$ cat src/rtl/cnn_grid_sequencer_if.sv
// Bus bundle between the CNN grid sequencer and its host, Y/U RAMs and cell datapath.
// The sequencer uses the slave modport; the bench or top-level glue uses master.
interface cnn_grid_sequencer_if #(
  parameter int RW = 3,
  parameter int CW = 3
);
  // Handshake: start is a one-cycle request, taken only while busy is low.
  // busy rises the next cycle and holds through the one-cycle done pulse.
  // mem_rd_en qualifies both read addresses, and the data returns one cycle later.
  // y_we qualifies y_wr_addr/y_wr_data in the same cycle.
  logic                 cfg_we;
  logic [4:0]           cfg_addr;
  logic [7:0]           cfg_data;
  logic                 start;
  logic [7:0]           iter_count;
  logic                 busy;
  logic                 done;
  logic                 final_bank;
  logic                 mem_rd_en;
  logic [RW+CW:0]       y_rd_addr;
  logic [RW+CW-1:0]     u_rd_addr;
  logic [8:0]           y_rd_data;
  logic [7:0]           u_rd_data;
  logic                 y_we;
  logic [RW+CW:0]       y_wr_addr;
  logic [8:0]           y_wr_data;
  logic [71:0]          dp_a;
  logic [71:0]          dp_b;
  logic [71:0]          dp_u;
  logic [80:0]          dp_y;
  logic [7:0]           dp_i;
  logic [8:0]           dp_out;
  logic [2:0]           dbg_state;

  modport slave (
    input  cfg_we, cfg_addr, cfg_data, start, iter_count, y_rd_data, u_rd_data, dp_out,
    output busy, done, final_bank, mem_rd_en, y_rd_addr, u_rd_addr, y_we, y_wr_addr,
           y_wr_data, dp_a, dp_b, dp_u, dp_y, dp_i, dbg_state
  );

  modport master (
    output cfg_we, cfg_addr, cfg_data, start, iter_count, y_rd_data, u_rd_data, dp_out,
    input  busy, done, final_bank, mem_rd_en, y_rd_addr, u_rd_addr, y_we, y_wr_addr,
           y_wr_data, dp_a, dp_b, dp_u, dp_y, dp_i, dbg_state
  );
endinterface

$ cat src/rtl/cnn_grid_sequencer.sv
// Walks one shared 3x3 cell datapath over a 2^RW x 2^CW CNN grid for N Euler iterations.
// It gathers the neighbourhood from the Y/U RAMs and writes each result into the other state bank.
module cnn_grid_sequencer #(
  parameter int RW = 3,
  parameter int CW = 3
) (
  input  logic                clk,
  input  logic                rst_n,
  cnn_grid_sequencer_if.slave bus
);
  localparam int ROWS = 1 << RW;
  localparam int COLS = 1 << CW;
  localparam int AW   = RW + CW;

  typedef enum logic [2:0] {
    S_IDLE  = 3'd0,
    S_FETCH = 3'd1,
    S_DRAIN = 3'd2,
    S_EVAL  = 3'd3,
    S_WRITE = 3'd4,
    S_DONE  = 3'd5
  } state_t;

  state_t          r_state;
  logic [3:0]      r_tap;
  logic [RW-1:0]   r_row;
  logic [CW-1:0]   r_col;
  logic [7:0]      r_iter;
  logic [7:0]      r_iter_cnt;
  logic            r_rd_bank;
  logic            r_final_bank;
  logic            r_busy;
  logic            r_done;
  logic            r_rd_en;
  logic            r_prev_en;
  logic [AW:0]     r_y_rd_addr;
  logic [AW-1:0]   r_u_rd_addr;
  logic            r_y_we;
  logic [AW:0]     r_y_wr_addr;
  logic [8:0]      r_y_wr_data;
  logic [7:0]      r_a [9];
  logic [7:0]      r_b [9];
  logic [7:0]      r_i;
  logic [8:0]      r_cap_y [9];
  logic [7:0]      r_cap_u [9];

  logic [CW-1:0]   w_nxt_col;
  logic [RW-1:0]   w_nxt_row;
  logic            w_last_cell;
  logic [7:0]      w_iter_nxt;
  logic            w_run_end;
  logic            w_iss;
  logic [RW-1:0]   w_iss_row;
  logic [CW-1:0]   w_iss_col;
  logic [3:0]      w_iss_tap;
  logic            w_iss_bank;
  logic            w_rd_go;
  logic [AW-1:0]   w_rd_cell;
  logic            w_cap;
  logic [3:0]      w_cap_slot;
  logic            w_cfg_ok;
  logic [71:0]     w_dp_a;
  logic [71:0]     w_dp_b;
  logic [71:0]     w_dp_u;
  logic [80:0]     w_dp_y;

  // Tap k sits at offset (k/3 - 1, k%3 - 1). Taps outside the grid read as zero.
  function automatic logic tap_in_grid(input logic [RW-1:0] row, input logic [CW-1:0] col,
                                       input logic [3:0] tap);
    int nr;
    int nc;
    nr = int'(row) + int'(tap) / 3 - 1;
    nc = int'(col) + int'(tap) % 3 - 1;
    return (nr >= 0) && (nr < ROWS) && (nc >= 0) && (nc < COLS);
  endfunction

  function automatic logic [AW-1:0] tap_cell(input logic [RW-1:0] row, input logic [CW-1:0] col,
                                             input logic [3:0] tap);
    int nr;
    int nc;
    nr = int'(row) + int'(tap) / 3 - 1;
    nc = int'(col) + int'(tap) % 3 - 1;
    return {RW'(nr), CW'(nc)};
  endfunction

  // Work out which tap is addressed next cycle, so the read strobe and addresses can be registered.
  always_comb begin
    w_nxt_col   = r_col + 1'b1;
    w_nxt_row   = (r_col == '1) ? r_row + 1'b1 : r_row;
    w_last_cell = (r_row == '1) && (r_col == '1);
    w_iter_nxt  = r_iter + 8'd1;
    w_run_end   = w_last_cell && (w_iter_nxt == r_iter_cnt);
    w_iss       = 1'b0;
    w_iss_row   = r_row;
    w_iss_col   = r_col;
    w_iss_tap   = 4'd0;
    w_iss_bank  = r_rd_bank;
    case (r_state)
      S_IDLE: begin
        if (bus.start && (bus.iter_count != 8'd0)) begin
          w_iss      = 1'b1;
          w_iss_row  = '0;
          w_iss_col  = '0;
          w_iss_bank = 1'b0;
        end
      end
      S_FETCH: begin
        if (r_tap != 4'd8) begin
          w_iss     = 1'b1;
          w_iss_tap = r_tap + 4'd1;
        end
      end
      S_WRITE: begin
        if (!w_run_end) begin
          w_iss      = 1'b1;
          w_iss_row  = w_nxt_row;
          w_iss_col  = w_nxt_col;
          w_iss_bank = r_rd_bank ^ w_last_cell;
        end
      end
      default: ;
    endcase
    w_rd_go    = w_iss && tap_in_grid(w_iss_row, w_iss_col, w_iss_tap);
    w_rd_cell  = tap_cell(w_iss_row, w_iss_col, w_iss_tap);
    w_cap      = ((r_state == S_FETCH) && (r_tap != 4'd0)) || (r_state == S_DRAIN);
    w_cap_slot = r_tap - 4'd1;
    w_cfg_ok   = bus.cfg_we && ((r_state == S_IDLE) || (r_state == S_DONE));
  end

  always_comb begin
    w_dp_a = '0;
    w_dp_b = '0;
    w_dp_u = '0;
    w_dp_y = '0;
    for (int k = 0; k < 9; k++) begin
      w_dp_a[8*k +: 8] = r_a[k];
      w_dp_b[8*k +: 8] = r_b[k];
      w_dp_u[8*k +: 8] = r_cap_u[k];
      w_dp_y[9*k +: 9] = r_cap_y[k];
    end
  end

  always_ff @(posedge clk or negedge rst_n) begin
    if (!rst_n) begin
      r_state      <= S_IDLE;
      r_tap        <= '0;
      r_row        <= '0;
      r_col        <= '0;
      r_iter       <= '0;
      r_iter_cnt   <= '0;
      r_rd_bank    <= 1'b0;
      r_final_bank <= 1'b0;
      r_busy       <= 1'b0;
      r_done       <= 1'b0;
      r_rd_en      <= 1'b0;
      r_prev_en    <= 1'b0;
      r_y_rd_addr  <= '0;
      r_u_rd_addr  <= '0;
      r_y_we       <= 1'b0;
      r_y_wr_addr  <= '0;
      r_y_wr_data  <= '0;
      r_i          <= '0;
      for (int k = 0; k < 9; k++) begin
        r_a[k]     <= '0;
        r_b[k]     <= '0;
        r_cap_y[k] <= '0;
        r_cap_u[k] <= '0;
      end
    end else begin
      r_prev_en <= r_rd_en;
      r_rd_en   <= w_rd_go;
      if (w_rd_go) begin
        r_y_rd_addr <= {w_iss_bank, w_rd_cell};
        r_u_rd_addr <= w_rd_cell;
      end
      // Read data always belongs to the tap addressed one cycle earlier.
      if (w_cap) begin
        r_cap_y[w_cap_slot] <= r_prev_en ? bus.y_rd_data : 9'd0;
        r_cap_u[w_cap_slot] <= r_prev_en ? bus.u_rd_data : 8'd0;
      end
      if (w_cfg_ok) begin
        if (bus.cfg_addr < 5'd9)
          r_a[bus.cfg_addr[3:0]] <= bus.cfg_data;
        else if (bus.cfg_addr < 5'd18)
          r_b[4'(bus.cfg_addr - 5'd9)] <= bus.cfg_data;
        else if (bus.cfg_addr == 5'd18)
          r_i <= bus.cfg_data;
      end
      case (r_state)
        S_IDLE: begin
          if (bus.start) begin
            r_iter_cnt <= bus.iter_count;
            r_rd_bank  <= 1'b0;
            r_row      <= '0;
            r_col      <= '0;
            r_iter     <= '0;
            r_tap      <= '0;
            r_busy     <= 1'b1;
            if (bus.iter_count == 8'd0) begin
              r_state      <= S_DONE;
              r_done       <= 1'b1;
              r_final_bank <= 1'b0;
            end else begin
              r_state <= S_FETCH;
            end
          end
        end
        S_FETCH: begin
          r_tap <= r_tap + 4'd1;
          if (r_tap == 4'd8) r_state <= S_DRAIN;
        end
        S_DRAIN: r_state <= S_EVAL;
        S_EVAL: begin
          r_y_wr_data <= bus.dp_out;
          r_y_wr_addr <= {~r_rd_bank, r_row, r_col};
          r_y_we      <= 1'b1;
          r_state     <= S_WRITE;
        end
        S_WRITE: begin
          r_y_we <= 1'b0;
          r_col  <= w_nxt_col;
          r_row  <= w_nxt_row;
          r_tap  <= '0;
          if (w_last_cell) begin
            r_rd_bank <= ~r_rd_bank;
            r_iter    <= w_iter_nxt;
          end
          if (w_run_end) begin
            r_state      <= S_DONE;
            r_done       <= 1'b1;
            r_final_bank <= ~r_rd_bank;
          end else begin
            r_state <= S_FETCH;
          end
        end
        S_DONE: begin
          r_done  <= 1'b0;
          r_busy  <= 1'b0;
          r_state <= S_IDLE;
        end
        default: r_state <= S_IDLE;
      endcase
    end
  end

  assign bus.busy       = r_busy;
  assign bus.done       = r_done;
  assign bus.final_bank = r_final_bank;
  assign bus.mem_rd_en  = r_rd_en;
  assign bus.y_rd_addr  = r_y_rd_addr;
  assign bus.u_rd_addr  = r_u_rd_addr;
  assign bus.y_we       = r_y_we;
  assign bus.y_wr_addr  = r_y_wr_addr;
  assign bus.y_wr_data  = r_y_wr_data;
  assign bus.dp_a       = w_dp_a;
  assign bus.dp_b       = w_dp_b;
  assign bus.dp_u       = w_dp_u;
  assign bus.dp_y       = w_dp_y;
  assign bus.dp_i       = r_i;
  assign bus.dbg_state  = r_state;
endmodule

$ cat src/flat_wrapper.sv
// flat-port wrapper written by rule: the top's interface ports become plain ports
module cnn_grid_sequencer_flat 
#(
  parameter int RW = 3,
  parameter int CW = 3
)
  (clk, rst_n, bus_cfg_we, bus_cfg_addr, bus_cfg_data, bus_start, bus_iter_count, bus_y_rd_data, bus_u_rd_data, bus_dp_out, bus_busy, bus_done, bus_final_bank, bus_mem_rd_en, bus_y_rd_addr, bus_u_rd_addr, bus_y_we, bus_y_wr_addr, bus_y_wr_data, bus_dp_a, bus_dp_b, bus_dp_u, bus_dp_y, bus_dp_i, bus_dbg_state);
  cnn_grid_sequencer_if #(.RW(RW), .CW(CW)) bus_i ();
  input  logic clk;
  input  logic rst_n;
  input wire logic [$bits(bus_i.cfg_we)-1:0] bus_cfg_we;
  input wire logic [$bits(bus_i.cfg_addr)-1:0] bus_cfg_addr;
  input wire logic [$bits(bus_i.cfg_data)-1:0] bus_cfg_data;
  input wire logic [$bits(bus_i.start)-1:0] bus_start;
  input wire logic [$bits(bus_i.iter_count)-1:0] bus_iter_count;
  input wire logic [$bits(bus_i.y_rd_data)-1:0] bus_y_rd_data;
  input wire logic [$bits(bus_i.u_rd_data)-1:0] bus_u_rd_data;
  input wire logic [$bits(bus_i.dp_out)-1:0] bus_dp_out;
  output wire logic [$bits(bus_i.busy)-1:0] bus_busy;
  output wire logic [$bits(bus_i.done)-1:0] bus_done;
  output wire logic [$bits(bus_i.final_bank)-1:0] bus_final_bank;
  output wire logic [$bits(bus_i.mem_rd_en)-1:0] bus_mem_rd_en;
  output wire logic [$bits(bus_i.y_rd_addr)-1:0] bus_y_rd_addr;
  output wire logic [$bits(bus_i.u_rd_addr)-1:0] bus_u_rd_addr;
  output wire logic [$bits(bus_i.y_we)-1:0] bus_y_we;
  output wire logic [$bits(bus_i.y_wr_addr)-1:0] bus_y_wr_addr;
  output wire logic [$bits(bus_i.y_wr_data)-1:0] bus_y_wr_data;
  output wire logic [$bits(bus_i.dp_a)-1:0] bus_dp_a;
  output wire logic [$bits(bus_i.dp_b)-1:0] bus_dp_b;
  output wire logic [$bits(bus_i.dp_u)-1:0] bus_dp_u;
  output wire logic [$bits(bus_i.dp_y)-1:0] bus_dp_y;
  output wire logic [$bits(bus_i.dp_i)-1:0] bus_dp_i;
  output wire logic [$bits(bus_i.dbg_state)-1:0] bus_dbg_state;
  assign bus_i.cfg_we = bus_cfg_we;
  assign bus_i.cfg_addr = bus_cfg_addr;
  assign bus_i.cfg_data = bus_cfg_data;
  assign bus_i.start = bus_start;
  assign bus_i.iter_count = bus_iter_count;
  assign bus_i.y_rd_data = bus_y_rd_data;
  assign bus_i.u_rd_data = bus_u_rd_data;
  assign bus_i.dp_out = bus_dp_out;
  assign bus_busy = bus_i.busy;
  assign bus_done = bus_i.done;
  assign bus_final_bank = bus_i.final_bank;
  assign bus_mem_rd_en = bus_i.mem_rd_en;
  assign bus_y_rd_addr = bus_i.y_rd_addr;
  assign bus_u_rd_addr = bus_i.u_rd_addr;
  assign bus_y_we = bus_i.y_we;
  assign bus_y_wr_addr = bus_i.y_wr_addr;
  assign bus_y_wr_data = bus_i.y_wr_data;
  assign bus_dp_a = bus_i.dp_a;
  assign bus_dp_b = bus_i.dp_b;
  assign bus_dp_u = bus_i.dp_u;
  assign bus_dp_y = bus_i.dp_y;
  assign bus_dp_i = bus_i.dp_i;
  assign bus_dbg_state = bus_i.dbg_state;
  cnn_grid_sequencer #(.RW(RW), .CW(CW)) u_core (.clk(clk), .rst_n(rst_n), .bus(bus_i));
endmodule
$ cat config.mk
export PLATFORM = sky130hd
export DESIGN_NAME = cnn_grid_sequencer_flat
export DESIGN_NICKNAME = d
export VERILOG_FILES = /design/src/rtl/cnn_grid_sequencer_if.sv /design/src/rtl/cnn_grid_sequencer.sv /design/src/flat_wrapper.sv
export SDC_FILE = /design/constraint.sdc
export NUM_CORES = 1
export LEC_CHECK = 0
export BUFFER_PORTS_ARGS = -buffer_cell sky130_fd_sc_hd__clkbuf_2
export CAP_MARGIN = 20
export CORE_UTILIZATION = 40
export DETAILED_ROUTE_END_ITERATION = 10
export PLACE_DENSITY_LB_ADDON = 0.1
export SYNTH_ARGS = -nofsm -noshare
export SYNTH_HDL_FRONTEND = slang
export SYNTH_SLANG_ARGS = --single-unit
export TNS_END_PERCENT = 1
$ cat constraint.sdc
create_clock -name clk -period 9.13 [get_ports clk]
set_clock_uncertainty 0.05 [all_clocks]
set_input_delay 2.2825 -clock clk [delete_from_list [all_inputs] [get_ports clk]]
set_output_delay 2.2825 -clock clk [all_outputs]
set_load 0.01 [all_outputs]
# Word level (Yosys, flattened, before mapping)
# Cells that the tools add are included.
# W data, S select, Z words.
word_totals:
  in_bits: 51
  wordCells: 192
  register_bits: 370
  output_inout_bits: 342
classes:
  reduce_logical: 34
  n_div: 2
  bitwise_logic: 7
  n_eq_ne: 16
  mux: 57
  n_addsub: 10
  magnitude_cmp: 12
ops:
  columns: ["cell", "n"]
  rows:
  - ["$bwmux W72", 3]
  - ["$demux W8 S4", 3]
  - ["$bwmux W81", 1]
  - ["$add A4 B32 Y32", 2]
  - ["$ge A32 B1 Y1 const B", 2]
  - ["$lt A32 B5 Y1 const B", 2]
  - ["$sub A32 B2 Y32 const B", 2]
  - ["$mux W8", 6]
  - ["$demux W9 S4", 1]
  - ["$div A5 B3 Y32 const B", 1]
  - ["$mod A5 B3 Y32 const B", 1]
  - ["$mux W3", 10]
  - ["$pmux W3 S2", 4]
  - ["$mux W9", 2]
  - ["$pmux W8 S2", 1]
  - ["$ge A5 B5 Y1 const B", 3]
  - ["$lt A5 B1 Y1 const B", 3]
  - ["$not A4 Y5", 3]
  - ["$pmux W3 S5", 1]
  - ["$mux W1", 14]
  - ["$eq A3 B3 Y1 const B", 4]
  - ["$logic_and A1 B1 Y1", 12]
  - ["$mux W4", 3]
  - ["$pmux W4 S3", 1]
  - ["other kinds (29)", 53]

# Longest topological paths before layout
# Gate-level depths: netlist of the first run.
logic_depth:
  word_depth: 12
  mapped_depth: 31
  depth_no_buf: 29

# Worst setup path before layout of the first run
# OpenSTA, ideal clock, no wires.
synth_path:
  path_type: "flip-flop to flip-flop"
  from: "reg u_core.r_tap[0]"
  to: "reg u_core.r_u_rd_addr[4] (netlist: u_core.bus.u_rd_addr[4])"
  t_arrival_ns: 6.738
  stages_incl_launch_ff: 31
  slack_ns: 2.217
  setup_time_ns: 0.125
  path_buffers: 3
  period_less_slack_ns: 6.913
  required_time_ns: 8.955
  cell_sequence: "dfrtp_1 > clkbuf_1 > inv_1 > ha_1 > clkbuf_1 > and3_1 > ha_1 > ha_1 > clkbuf_1 > a21oi_2 > nand2_1 > nor2_1 > a211oi_1 > ha_1 > nor2_1 > nand3_1 > inv_2 > mux2i_1 > ha_1 > inv_1 > ha_1 > fa_1 > a211oi_1 > o211ai_1 > a31oi_1 > o221a_2 > o21ai_1 > mux2i_1 > nor4_1 > nand4b_4 > mux2_4"
synth_between:
  elab_chain_cells: 11
  elab_cells_between_ends: 20
  cone_classes: "5 x add/sub; 2 x div; 4 x order compare; 1 x eq/ne; 4 x mux; 4 x reduce/logical"
synth_rtl:
  columns: ["item", "line", "text"]
  rows:
  - ["start: declaration", "cnn_grid_sequencer.sv:25", "logic [3:0] r_tap;"]
  - ["start signal: assignment", "cnn_grid_sequencer.sv:209", "r_tap <= r_tap + 4'd1;"]
  - ["$add A4 B1 Y4 or $ne A4 B4 Y1 (tied branches)", "cnn_grid_sequencer.sv:110, cnn_grid_sequencer.sv:108", null]
  - ["$mux W4", "cnn_grid_sequencer.sv:108", "if (r_tap != 4'd8) begin"]
  - ["$mux W4", "cnn_grid_sequencer.sv:98", "case (r_state)"]
  - ["$div A5 B3 Y32", "cnn_grid_sequencer.sv:72, cnn_grid_sequencer.sv:81", null]
  - ["$add A4 B32 Y32", "cnn_grid_sequencer.sv:72", "nr = int'(row) + int'(tap) / 3 - 1;"]
  - ["$sub A32 B2 Y32", "cnn_grid_sequencer.sv:72", null]
  - ["$ge A32 B1 Y1 or $lt A32 B5 Y1 (tied branches)", "cnn_grid_sequencer.sv:74", "return (nr >= 0) && (nr < ROWS) && (nc >= 0) && (nc < COLS);"]
  - ["$logic_and A1 B1 Y1 (3 in a row)", "cnn_grid_sequencer.sv:74", null]
  - ["$logic_and A1 B1 Y1", "cnn_grid_sequencer.sv:123", "w_rd_go = w_iss && tap_in_grid(w_iss_row, w_iss_col, w_iss_tap);"]
  - ["end signal: assignment", "cnn_grid_sequencer.sv:174", "r_u_rd_addr <= w_rd_cell;"]
  - ["end: declaration", "cnn_grid_sequencer.sv:37", "logic [AW-1:0] r_u_rd_addr;"]
# Parallel ways exist; a longest one is shown, timed or not.
# A chain may end at the register's enable or synchronous reset.

# Worst setup path after layout of the first run
# Same ends and word-level chain as after synthesis.

==> impl_metrics.ini, run 1 <==
[drt]
firstDrtPassIters = 6
wl_mm = 52.2
drt-wirelength-per-cell_um = 19.6
vias = 14000
drt_first_iter_violations = 1033
drc = 0
ant_nets = 0
vias_per_cell = 5.25

[final_layout]
design_area_um2 = 21500
num-nets-final = 2154
final_common_cell = clkbuf_2
seqCellArea_um2 = 9110
multi_input_area_um2 = 7780
diodes = 0
fillers = 4139
layout_common_cells = clkbuf_2, dfrtp_1, nand2_1
layout-drive-gt1-share_pct = 32.8
syn_to_final_growth_pct = 22.4

[cts]
cts.clk_slew.worst_paths_ns = 0.06
cts_tree = done
cts_made_buffers = 41
cts_hold_buf = 0
clock_path_buffers = 3
cts.sinks = 364
cts_root_buffer = clkbuf_16
htree_num_levels = 2
clock_latency_ns = 0.57
cts-resized-gates = 0
post_cts_buffers = 0

[yosys]
syn_area_um2 = 17600
yosys.area.top_type = dfrtp_1
async_flop_share_pct = 100
syn_nets = 1797
synth_fa_ha_area_share_pct = 4.07
seq_area_frac_synth_pct = 51.8
postSynthAreaPerCell_um2 = 10.4
synthCells = 1690
ys.flop_type = dfrtp_1
synth_edf_count = 0
synthMuxAreaShare_pct = 12.2
synth-simple-area-share_pct = 12.6
synth.top_cells.by_area = dfrtp_1, mux2_2, o21ai_0
yosysWarnings = 0
yosys.area.top_type_share_pct = 51.8
ys_types = 79
ys_ff_latch = 364
synth_top_family_by_area = compound AO/OA/AOI/OAI gates
synth-compound-area-share_pct = 14.1
synthXorXnorAreaFrac_pct = 1.30

[die]
die_area_um2 = 44800
num_rows = 76
coreArea_um2 = 43200
die_x_um = 212
die_h_um = 212
io_pins = 393
start_util_pct = 40.7

[setup_path]
crit_slowest_cell = nor4_1
crit_required_ns = 9.53
arrival_ns = 8.69
cp_max_fo = 17
critPathKind = reg -> reg
start_kind = flop
reg2reg_slack_ns = 0.83
critPathMaxStageDelay_ns = 0.77
endpoint_kind = flop
crit_top_cell = ha_1

[placement]
portBuffers = 392
place_area_um2 = 20000
dpl.hpwl_mm = 38.7
gp_congestion = 0.896

[grt]
grt_max_degree = 174
grt_usage_pct = 23.1
grt_overflow = 0
antenna_found_initial = 0
grt_first_pass_wirelength_mm = 79.3
grt_pass1_vias = 13500

[run]
max_cap_viol_count = 0

[timing]
drv_slew = 0
setup_tns_ns = 0
max_freq_mhz = 121
finalHoldViolCount = 0
tightest_slew_ns = 0.956
setup_viol = 0
fin_crit_ns = 8.30
fin_crit_sh_pct = 90.9
rsz0062_at_grt = false
slew_headroom_pct = 36.1

[run_status]
status = completed

[worst_hold_path]
hold_class = reg -> reg
[critical path, delay by kind of cell (launching register included)]
kind            cells  cell delay [ns]
buf+inv             3             0.38
fa+ha+maj           6             1.89
compound gates      8             2.54
mux                 3             0.62
simple gates        7             2.01
flops               1             0.64
[final timing paths]
check	from	end	depth (start not counted)
max	u_core.r_tap[0]	u_core.bus.u_rd_addr[4]	27
min	u_core.bus.mem_rd_en	u_core.r_prev_en	0
max reg2reg	u_core.r_tap[0]	u_core.bus.u_rd_addr[4]	27
min reg2reg	u_core.bus.mem_rd_en	u_core.r_prev_en	0
max in group asynchronous	rst_n	u_core.bus.u_rd_addr[1]	2
min in group asynchronous	rst_n	u_core.bus.dp_a[49]	1
[registers in the layout, indices dropped and copies added, names as in the netlist, 4 cells and up]
name / count
u_core.bus.dp_i: 8
u_core.r_tap: 4
u_core.bus.dp_b: 72
u_core.r_iter_cnt: 8
u_core.bus.dp_y: 81
u_core.bus.dp_u: 72
u_core.bus.dp_a: 72
u_core.r_iter: 8
u_core.bus.u_rd_addr: 5
u_core.bus.y_wr_addr: 7
u_core.bus.y_wr_data: 9
[final cells by class]
type	instances	area share, %
Sequential cell	364	42.3
Multi-Input combinational cell	1153	36.2
Timing Repair Buffer	408	10.1
Clock buffer	63	5.86
Tap cell	585	3.40
Inverter	79	1.38
Clock inverter	12	0.791
[synthesized netlist by cell type (12+ instances only)]
master,count
nand2b_1,14
nor3_1,24
o21ai_0,214
and2_1,15
nor2_1,77
dfrtp_1,364
a21oi_1,54
nand2_1,225
ha_1,54
mux2_2,181
nand3_1,52
xnor2_1,20
inv_1,77
clkbuf_1,67
o21a_1,12
[per-stage QoR]
step	util, %	setup WS [ns]	hold WS [ns]	std cells
after CTS	49.6	0.954	0.399	2658
after detailed placement	46.3	0.997	0.386	2583
final	49.8	0.834	0.394	2664
after global routing	49.8	0.213	0.395	2664
after floorplan	-	2.22	0.366	1690
after global placement	46.3	1.30	0.394	2583
[per-layer routing]
metal / GRT usage, % / part of all wire, % / routed length, µm / up-vias
met3: 5.01 / 6.0 / 3130 / 103
met1: 30.7 / 44 / 23100 / 6807
li1: - / - / - / 6670
met5: 0 / 0 / 0 / -
met4: 9.92 / 3.8 / 1960 / 0
met2: 36.2 / 46 / 24000 / 401
[cell families (layout without fill, tap and decap cells)]
family                     Yosys count  in the layout
adders and majority gates           56             56
xor gates and xnor gates            26             26
buffers and inverters              173            562
AOI/OAI and AO/OA                  403            403
muxes                              191            191
and+or+nand+nor                    477            477
DFF                                364            364
Power of run 1 is not shown: default switching activity piles up to over one toggle a cycle in this logic, so the estimate is an artifact.
==> run 2: changes to the inputs <==
- PLACE_DENSITY: default -> 0.74
- PLACE_DENSITY_LB_ADDON: 0.1 -> default
- clock period: 9.13 -> 7.55 ns (I/O delays scaled with it)
==> impl_metrics.ini, run 2 (synthesized netlist as in run 1, its figures left out) <==
[run_status]
status = completed

[timing]
setup_tns_ns = 0
fin_crit_ns = 7.02
setup_viol = 0
finalHoldViolCount = 0
setup_slack_ns = 0.531
drv_slew = 0
slew_headroom_pct = 33.0
whs_ns = 0.427
fin_crit_sh_pct = 93.0
tightest_slew_ns = 1.01
rsz0062_at_grt = false
max_freq_mhz = 142

[die]
start_util_pct = 40.7
die_area_um2 = 44800
io_pins = 393
coreArea_um2 = 43200
die_h_um = 212
num_rows = 76
die_x_um = 212

[setup_path]
crit_required_ns = 7.94
arrival_ns = 7.41
critPathMaxStageDelay_ns = 0.47
ff2ff_path_depth = 28
critPathKind = reg -> reg
critPathLaunch = u_core.r_tap[0]
endpoint_kind = flop
rr_startpoint = u_core.r_tap[0]
start_kind = flop
crit_slowest_cell = fa_1
crit_end = u_core.bus.u_rd_addr[4]
reg2reg_slack_ns = 0.53
crit_top_cell = ha_1
cp_max_fo = 10
timing.rr.end = u_core.bus.u_rd_addr[4]

[placement]
gp_congestion = 0.913
dpl.hpwl_mm = 38.2
pre_cts_ws_ns = -0.0367
portBuffers = 392
place_area_um2 = 20100

[final_layout]
diodes = 0
design_area_um2 = 21700
seqCellArea_um2 = 9110
layout-drive-gt1-share_pct = 33.8
fillers = 3917
largest_reg_flops = 81
layout_common_cells = clkbuf_2, dfrtp_1, nand2_1
syn_to_final_growth_pct = 23.2
multi_input_area_um2 = 7870
num-nets-final = 2170
final_common_cell = clkbuf_2

[cts]
cts_tree = done
cts.sinks = 364
cts_root_buffer = clkbuf_16
clock_path_buffers = 3
cts.clk_slew.worst_paths_ns = 0.06
cts_made_buffers = 40
htree_num_levels = 2
clock_latency_ns = 0.56

[run]
max_cap_viol_count = 0

[grt]
grt_first_pass_wirelength_mm = 80.2
grt_pass1_vias = 14300
grt_overflow = 0
grt_max_degree = 162
grt_usage_pct = 22.9
antenna_found_initial = 1

[drt]
drt-wirelength-per-cell_um = 19.4
ant_nets = 0
wl_mm = 51.9
firstDrtPassIters = 5
vias_per_cell = 5.43
vias = 14500
drt_first_iter_violations = 1102
drc = 0

[worst_hold_path]
hold_class = reg -> reg
-- run 2: cell types whose count changed in the layout (fill, tap and decap cells not counted), sizes merged --
cell	change
buf	+18
clkbuf	-5
inv	+2
-- run 2: how the worst min path moves through the flow --
stage	start	to	depth (start not counted)	slack, ns
3_5_place_dp	u_core.bus.dp_u[34]	u_core.bus.dp_u[34]	2	0.42
6_report	u_core.bus.dp_u[8]	u_core.bus.dp_u[8]	2	0.43
5_1_grt	u_core.bus.dp_y[19]	u_core.bus.dp_y[19]	2	0.44
2_1_floorplan	u_core.bus.mem_rd_en	u_core.r_prev_en	0	0.37
4_1_cts	u_core.bus.dp_u[60]	u_core.bus.dp_u[60]	2	0.43
3_3_place_gp	u_core.bus.dp_u[18]	u_core.bus.dp_u[18]	2	0.41
-- run 2: final cells by class --
type / count / share of cell area [%]
multi-input cells: 1153 / 36.3
well taps: 585 / 3.38
repair buffers: 425 / 10.4
clock inverters: 14 / 0.936
inverters: 79 / 1.37
clock buffers: 59 / 5.51
flip-flops and latches: 364 / 42.1
-- run 2: metrics by stage --
stage	utilization (%)	cells
2_1_floorplan	-	1690
3_3_place_gp	46.6	2601
3_5_place_dp	46.6	2601
4_1_cts	49.8	2674
5_1_grt	50.2	2679
6_report	50.2	2679
-- run 2: worst max-delay path: cells and delay by family, from the launching register on --
kind	cells	cell delay, ns
adder cells (fa/ha/maj)	7	2.05
AO/OA/AOI/OAI	8	1.89
AND/OR/NAND/NOR	7	1.42
multiplexers	3	0.68
flip-flops	1	0.46
buffers and inverters	3	0.31
-- run 2: layer usage --
metal	GRT usage [%]	routed length, µm
met5	0	12
met4	8.10	1440
met3	4.44	3420
met2	38.5	25800
met1	29.2	21300
-- run 2: timing repair --
| item | in CTS | in global routing |
|---|---|---|
| endpoints found under the setup margin | 5 | 8 |
| gates resized for setup | 1 | 16 |
| pin swaps | 0 | 4 |
| gates cloned | 0 | 0 |
| buffers inserted | 0 | 4 |
| hold buffers | 0 | 0 |
Power of run 2 is left out for the same reason.
==> run 3: changes to the inputs <==
- PLACE_DENSITY: 0.74 -> 0.72
- REMOVE_ABC_BUFFERS: default -> 1
- clock period: 7.55 -> 7.9 ns (I/O delays scaled with it)
==> impl_metrics.ini, run 3 (synthesized netlist as in run 1, its figures left out) <==
[run_status]
status = completed

[setup_path]
arrival_ns = 7.67
cp_num_buf_inv = 3
start_kind = flop
path_delay_family = adder cells
crit_top_cell = ha_1
ff2ff_path_depth = 28
cp_max_fo = 10
rr_startpoint = u_core.r_tap[0]
crit_slowest_cell = dfrtp_1
reg2reg_slack_ns = 0.58
timing.rr.end = u_core.bus.u_rd_addr[4]
endpoint_kind = flop
critPathMaxStageDelay_ns = 0.44
critPathKind = reg -> reg
path_depth = 28
crit_required_ns = 8.25
crit_end = u_core.bus.u_rd_addr[4]
critPathLaunch = u_core.r_tap[0]

[drt]
ant_nets = 0
firstDrtPassIters = 6
vias_per_cell = 5.38
drt_first_iter_violations = 1004
drc = 0
drt-wirelength-per-cell_um = 19.9
vias = 14400
wl_mm = 53.0

[timing]
setup_viol = 0
tightest_slew_ns = 0.961
setup_tns_ns = 0
finalHoldViolCount = 0
slew_headroom_pct = 35.9
drv_slew = 0
rsz0062_at_grt = false
max_freq_mhz = 137
fin_crit_sh_pct = 92.7
fin_crit_ns = 7.32

[placement]
portBuffers = 392
dpl.hpwl_mm = 39.6
gp_congestion = 0.918
dp_cells = 2601

[cts]
cts_made_buffers = 36
cts_root_buffer = clkbuf_16
clock_latency_ns = 0.52
post_cts_buffers = 0
cts-resized-gates = 0
cts_tree = done
cts.sinks = 364
cts_hold_buf = 0
clock_path_buffers = 3
htree_num_levels = 2
cts.clk_slew.worst_paths_ns = 0.06

[die]
die_area_um2 = 44800
io_pins = 393
start_util_pct = 40.7
coreArea_um2 = 43200
die_h_um = 212
die_x_um = 212
num_rows = 76

[grt]
grt_first_pass_wirelength_mm = 80.7
grt_max_degree = 171
grt_usage_pct = 23.2
antenna_found_initial = 3
grt_pass1_vias = 14000
grt_overflow = 0

[run]
max_cap_viol_count = 0

[final_layout]
num-nets-final = 2163
layout_common_cells = clkbuf_2, dfrtp_1, nand2_1
syn_to_final_growth_pct = 21.3
layout.cells.non_filler = 2665
largest_reg_flops = 81
final_common_cell = clkbuf_2
layout-drive-gt1-share_pct = 32.9

[worst_hold_path]
hold_class = reg -> reg
==> run 3: cell types whose count changed in the layout (fill, tap and decap cells not counted), moves of 2 or more <==
| cell | change |
|---|---|
| buf_4 | -5 |
| bufinv_16 | -3 |
| clkbuf_16 | -3 |
| clkbuf_8 | -3 |
| clkinv_4 | -2 |
| diode_2 | +2 |
| inv_6 | -2 |
==> run 3: worst min path at each step <==
stage | from | end | slack, ns | depth (start not counted)
2_1_floorplan | u_core.bus.mem_rd_en | u_core.r_prev_en | 0.37 | 0
3_3_place_gp | u_core.bus.dp_y[33] | u_core.bus.dp_y[33] | 0.41 | 2
3_5_place_dp | u_core.bus.dp_u[48] | u_core.bus.dp_u[48] | 0.42 | 2
4_1_cts | u_core.bus.dp_u[48] | u_core.bus.dp_u[48] | 0.43 | 2
5_1_grt | u_core.bus.dp_u[21] | u_core.bus.dp_u[21] | 0.44 | 2
6_report | u_core.bus.dp_u[13] | u_core.bus.dp_u[13] | 0.43 | 2
==> run 3: tightest hold or removal path, cell delays in order, from the launching register on <==
cell and delay (ns):
dfrtp_1 0.34, nand2_1 0.05, o21ai_0 0.06
==> run 3: final cells by class <==
cell class              count  area (µm²)
inverters                  79         297
well taps                 585         732
clock buffers              53        1080
clock inverters             7        52.6
fillers                  3995       21800
diodes                      2        5.00
flip-flops and latches    364        9110
repair buffers            422        2250
multi-input cells        1153        7800
==> run 3: stage by stage <==
step | setup WS (ns) | hold WS (ns) | utilization, % | cell area [µm²]
after floorplan | 1.21 | 0.366 | - | 17200
after global placement | 0.570 | 0.410 | 46.6 | 20100
after detailed placement | 0.282 | 0.419 | 46.6 | 20100
after CTS | 0.217 | 0.432 | 49.2 | 21300
after global routing | 0.0184 | 0.444 | 49.4 | 21300
final | 0.576 | 0.428 | 49.4 | 21300
==> run 3: metal layers <==
metal | vias to the layer above | GRT usage [%] | part of all wire [%]
li1 | 6701 | - | -
met2 | 506 | 39.6 | 49
met5 | - | 0 | 0.026
met3 | 135 | 5.04 | 7.2
met1 | 7007 | 27.4 | 39
met4 | 2 | 12.0 | 5.0
Power of run 3 is left out for the same reason.
